[src/rtl/rs232_tx.sv]
// rs232_tx: 8N1 UART transmitter fed from a synchronous FIFO read port.
// Pops one byte per frame. The FIFO read data is captured in the FETCH cycle.
// The byte is then shifted out LSB first on the registered tx pin.
//
// state | meaning
// ------+-----------------------------------------------------------
// IDLE  | line high, pop a byte as soon as the FIFO is not empty
// FETCH | one cycle, FIFO read data captured into the buffer
// START | start bit (line low) for CLKS_PER_BIT cycles
// BIT0-7| data bit n of the buffer for CLKS_PER_BIT cycles
// STOP  | stop bit (line high) for CLKS_PER_BIT cycles
module rs232_tx #(
   parameter int CLKS_PER_BIT = 9
) (
   input  logic       clk_tx,
   input  logic       rst_n,
   input  logic       empty,
   input  logic [7:0] din,
   output logic       rd_clk,
   output logic       rd_en,
   output logic       tx,
   output logic       busy
);

   localparam int CNT_W = $clog2(CLKS_PER_BIT);
   localparam logic [CNT_W-1:0] CNT_LAST = CNT_W'(CLKS_PER_BIT - 1);

   typedef enum logic [3:0] {
      IDLE, FETCH, START,
      BIT0, BIT1, BIT2, BIT3, BIT4, BIT5, BIT6, BIT7,
      STOP
   } state_t;

   state_t           state, state_nxt;
   logic [CNT_W-1:0] cnt, cnt_nxt;
   logic [7:0]       shreg;
   logic             tx_nxt;
   logic             rd_req;

   assign rd_clk = clk_tx;
   assign busy   = (state != IDLE);
   // The state register sits at IDLE during reset, so gate the pop strobe explicitly.
   assign rd_en  = rd_req & rst_n;

   // Next-state, bit-period counter and pop request.
   always_comb begin
      state_nxt = state;
      rd_req    = 1'b0;
      cnt_nxt   = '0;
      unique case (state)
         IDLE: begin
            if (!empty) begin
               rd_req    = 1'b1;
               state_nxt = FETCH;
            end
         end
         FETCH: state_nxt = START;
         START: begin
            if (cnt == CNT_LAST) state_nxt = BIT0;
         end
         BIT0, BIT1, BIT2, BIT3, BIT4, BIT5, BIT6: begin
            if (cnt == CNT_LAST) state_nxt = state_t'(state + 4'd1);
         end
         BIT7: begin
            if (cnt == CNT_LAST) state_nxt = STOP;
         end
         STOP: begin
            if (cnt == CNT_LAST) state_nxt = IDLE;
         end
         default: state_nxt = IDLE;
      endcase
      if (state_nxt == state && state != IDLE && state != FETCH) begin
         cnt_nxt = cnt + CNT_W'(1);
      end
   end

   // Line level for the state about to be entered; registering it keeps tx glitch-free.
   always_comb begin
      tx_nxt = 1'b1;
      unique case (state_nxt)
         START:   tx_nxt = 1'b0;
         BIT0:    tx_nxt = shreg[0];
         BIT1:    tx_nxt = shreg[1];
         BIT2:    tx_nxt = shreg[2];
         BIT3:    tx_nxt = shreg[3];
         BIT4:    tx_nxt = shreg[4];
         BIT5:    tx_nxt = shreg[5];
         BIT6:    tx_nxt = shreg[6];
         BIT7:    tx_nxt = shreg[7];
         default: tx_nxt = 1'b1;
      endcase
   end

   // State, counter and line register.
   always_ff @(posedge clk_tx or negedge rst_n) begin
      if (!rst_n) begin
         state <= IDLE;
         cnt   <= '0;
         tx    <= 1'b1;
      end else begin
         state <= state_nxt;
         cnt   <= cnt_nxt;
         tx    <= tx_nxt;
      end
   end

   // Buffer loads only in FETCH, so the byte in flight is immune to FIFO activity.
   always_ff @(posedge clk_tx or negedge rst_n) begin
      if (!rst_n) begin
         shreg <= '0;
      end else if (state == FETCH) begin
         shreg <= din;
      end
   end

endmodule

[config.mk]
export PLATFORM = sky130hd
export DESIGN_NAME = rs232_tx
export DESIGN_NICKNAME = d
export VERILOG_FILES = /design/src/rtl/rs232_tx.sv
export SDC_FILE = /design/constraint.sdc
export NUM_CORES = 1
export LEC_CHECK = 0
export ABC_AREA = 1
export BUFFER_PORTS_ARGS = -buffer_cell sky130_fd_sc_hd__buf_2
export CAP_MARGIN = 15
export CORE_MARGIN = 2
export CORE_UTILIZATION = 57
export CTS_CLUSTER_DIAMETER = 30
export DETAILED_ROUTE_END_ITERATION = 6
export GPL_TIMING_DRIVEN = 0
export PLACE_DENSITY_LB_ADDON = 0.05
export SETUP_SLACK_MARGIN = 0.1
export SKIP_LAST_GASP = 1
export SLEW_MARGIN = 5
export SYNTH_ARGS = -nofsm -noshare
export SYNTH_HDL_FRONTEND = slang
export SYNTH_SLANG_ARGS = --single-unit
[constraint.sdc]
create_clock -name clk_tx -period 3 [get_ports clk_tx]
set_clock_uncertainty 0.2 [all_clocks]
set_input_delay 0.6 -clock clk_tx [delete_from_list [all_inputs] [get_ports clk_tx]]
set_output_delay 0.6 -clock clk_tx [all_outputs]
set_load 0.05 [all_outputs]
# --- Yosys cells after proc, flatten, opt, wreduce, memory -nomap -nowiden ---
# Cells that the tools add are included.
# W data, S select, Z words.
word_totals:
  wordCells: 45
  in_bits: 11
  ff_bits: 17
op_classes:
  n_addsub: 2
  bitwise_logic: 1
  mux: 10
  n_eq_ne: 23
  reduce_logical: 5
ops:
  columns: ["op", "n"]
  rows:
  - ["$eq A4 B3 Y1 const B", 8]
  - ["$eq A4 B4 Y1 const B", 8]
  - ["$mux W4", 6]
  - ["$pmux W4 S6", 1]
  - ["$eq A4 B2 Y1 const B", 4]
  - ["$pmux W1 S9", 1]
  - ["$add A4 B1 Y4 const B", 2]
  - ["$reduce_or A7 Y1", 1]
  - ["$eq A4 B1 Y1 const B", 1]
  - ["$eq A4 B4 Y1", 1]
  - ["$logic_not A4 Y1", 1]
  - ["$ne A4 B1 Y1 const B", 1]
  - ["$reduce_bool A4 Y1", 1]
  - ["$logic_and A1 B1 Y1", 2]
  - ["$mux W1", 2]
  - ["$and A1 B1 Y1", 1]

# --- Logic depth before layout (Yosys ltp) ---
depth:
  ltp_word: 7
  ltp_mapped: 15

==> metrics.md <==
| Metric | Value |
|---|---|
| CTS clk-pin slew, worst paths | `100 ps` |
| Final setup viols | `0` |
| Synth top area cells | `dfrtp_1, nand2_1, ha_1` |
| Syn avg cell area | `7.64 um^2` |
| CP startpoint kind | `clock port` |
| GP Congestion | `just under 0.9` |
| Area leader, netlist | `dfrtp_1` |
| Grt ovf | `0` |
| Initial Util | `approximately 62%` |
| Register area share after synthesis | `between 30% and 40%` |
| Routed Antenna Nets | `0` |
| Setup_tns | `0 ps` |
| Commonest cells in the netlist | `nand2_1, nor2_1, inv_1` |
| Flip-flop and latch count after synthesis | `17` |
| IO Pins | `15` |
| Cell Rows | `16` |
| Std-Cell Core Area | `2000 um^2` |
| Via density | `5.43` |
| DRT Wirelength | `2760 um` |
| P_leak | `0.759 nW` |
| Clk pwr share | `50.5%` |
| Final core occ | `70.8%` |
| DIE AREA | `2570 um^2` |
| Top cell type's share of synthesized area | `32.2%` |
| Setup crit end kind | `primary output` |
| Worst path required time | `2200 ps` |
| Routed WL per cell | `13.0 um` |
| Comb power frac | `under 10%` |
| Vias in the first global route | `1116` |
| Die Y | `50.7 um` |
| Sw Share | `approximately 31%` |
| Worst Max-Slew Pin Slew | `about 390 ps` |
| Syn Inst Count | `about 160` |
| FFs w/ async S/R, synth | `100%` |
| Sequential Area | `~430 um^2` |
| Clock latency at the later pin of the worst-skew pair | `420 ps` |
| Pwr Density | `375 nW/um^2` |
| Main flop type after synthesis | `dfrtp_1` |
| Largest net degree at the start of global routing | `19` |
| DRC errors left | `0` |
| Initial DRC count | `34` |
| CP max FO | `2` |
| Critical Path AT | `2040 ps` |
| Syn Std Cell Area | `1240 um^2` |
| Total Routing Usage GR | `about a quarter` |
| Sequential share of power | `44.9%` |
| Outcome | `finished clean` |
| Fillers | `about 160` |
| Share of layout cells above drive strength 1 | `23.2%` |
| Max-cap violations | `0` |
| Final #Nets | `206` |
| DRT Pass-1 Iters | `4` |
| Post-route cell area | `approximately 1400 um^2` |
| VDD IR max | `~660 uV` |
| Port-buffer cells | `14` |
| First-pass GRT wire length | `approximately 4900 um` |
| Via Count | `roughly 1200` |
| Hold Vio Cnt, Final | `0` |
| Synth warnings | `0` |
| Int Power | `approximately 0.37 mW` |
| Relative slew slack | `74.0%` |
| Synth cell types | `25` |
| Switching pwr | `roughly 0.17 mW` |
| Critical path type | `clk -> out` |
| Ant. Diodes | `0` |
| Placed instance area | `1350 um^2` |
| RSZ-0062 raised after global routing | `false` |
| Final hold slack | `204 ps` |
| TritonCTS clock tree | `yes` |
| Hold Crit Class | `in -> reg` |
| Most common cell in the netlist | `nand2_1` |
| Pins over their slew limit | `0` |
| DP HPWL | `2060 um` |
| Die span in x | `50.7 um` |
| Initial antenna violation count | `0` |
| EDFF count, synth | `0` |
| P&R area growth vs syn | `13.8%` |
| Multi-input logic area | `721 um^2` |
| Post-Synthesis Net Count | `183` |
cell type report:
| class | instances | area share [%] |
|---|---|---|
| inverter | 21 | 5.57 |
| clock inverter | 1 | 0.353 |
| clock buffer | 7 | 3.53 |
| sequential | 17 | 30.1 |
| multi-input combinational | 122 | 50.9 |
| tap | 27 | 2.39 |
| buffer | 3 | 1.68 |
| timing repair buffer | 14 | 5.48 |
state kept, by name, summed over array words and instances, names as in the netlist:
signal,count
cnt,4
shreg,8
state,4
tx,1
kinds of logic after synthesis:
group	Yosys count	synth area share [%]
XOR/XNOR	4	2.81
AND/OR/NAND/NOR	92	34.2
adder cells (fa/ha/maj)	9	9.05
buffers and inverters	24	8.24
AO/OA/AOI/OAI	10	5.13
flip-flops	17	34.3
multiplexers	7	6.33
layer usage:
| layer | routed length, um | track usage (%) | vias to the layer above |
|---|---|---|---|
| li1 | - | - | 570 |
| met2 | 1380 | 43.4 | 50 |
| met4 | 55 | 12.6 | 0 |
| met1 | 1180 | 31.4 | 525 |
| met5 | 0 | 0 | - |
| met3 | 144 | 5.65 | 7 |
stage by stage:
stage               power, mW  cells  setup WS, ps
floorplan               0.324    163           319
global placement        0.346    204           400
detailed placement      0.348    204           400
CTS                     0.531    212           157
global route            0.556    212           140
finish                  0.532    212           160
critical path: stages:
cell,delay [ps]
clkbuf_4,110
clkbuf_4,120
buf_4,120
buf_2,200
what timing repair did:
action	4_1_cts	5_1_grt
buffers inserted	0	0
resized for setup	0	1
hold endpoints to repair	16	0
endpoints found under the setup margin	0	1
hold buffers	1	0
power by group through the flow:
stage	clock network, mW	logic, mW	registers [mW]
3_3_place_gp	0.0815	0.0217	0.243
5_1_grt	0.289	0.0275	0.239
4_1_cts	0.268	0.0244	0.238
2_1_floorplan	0.0719	0.00743	0.245
3_5_place_dp	0.0815	0.0232	0.243
6_report	0.269	0.0244	0.238
final timing paths:
kind / from / to / slack (ps) / cells past startpoint
worst max register to register: state[0] / cnt[1] / 460 / 12
worst min-delay path: din[2] / shreg[2] / 200 / 2
worst max-delay path: clk_tx / rd_clk / 160 / 4
max in group asynchronous: rst_n / tx / 1910 / 2
min in group asynchronous: rst_n / shreg[1] / 430 / 2
worst min register to register: cnt[0] / cnt[0] / 300 / 1
cells in the final DEF (no fill, tap or decap), types with 2 or more instances in the layout:
master,netlist,final
nand4_1,7,7
inv_1,19,19
xor2_1,3,3
a21oi_1,6,6
nand3_1,14,14
nand2_2,3,3
ha_1,9,9
clkbuf_4,0,7
buf_2,1,14
inv_2,2,2
dfrtp_1,16,16
mux2_2,7,7
o21ai_0,2,2
nor2_1,22,22
nand2_1,41,41
Power figures use the tool's default switching activity.
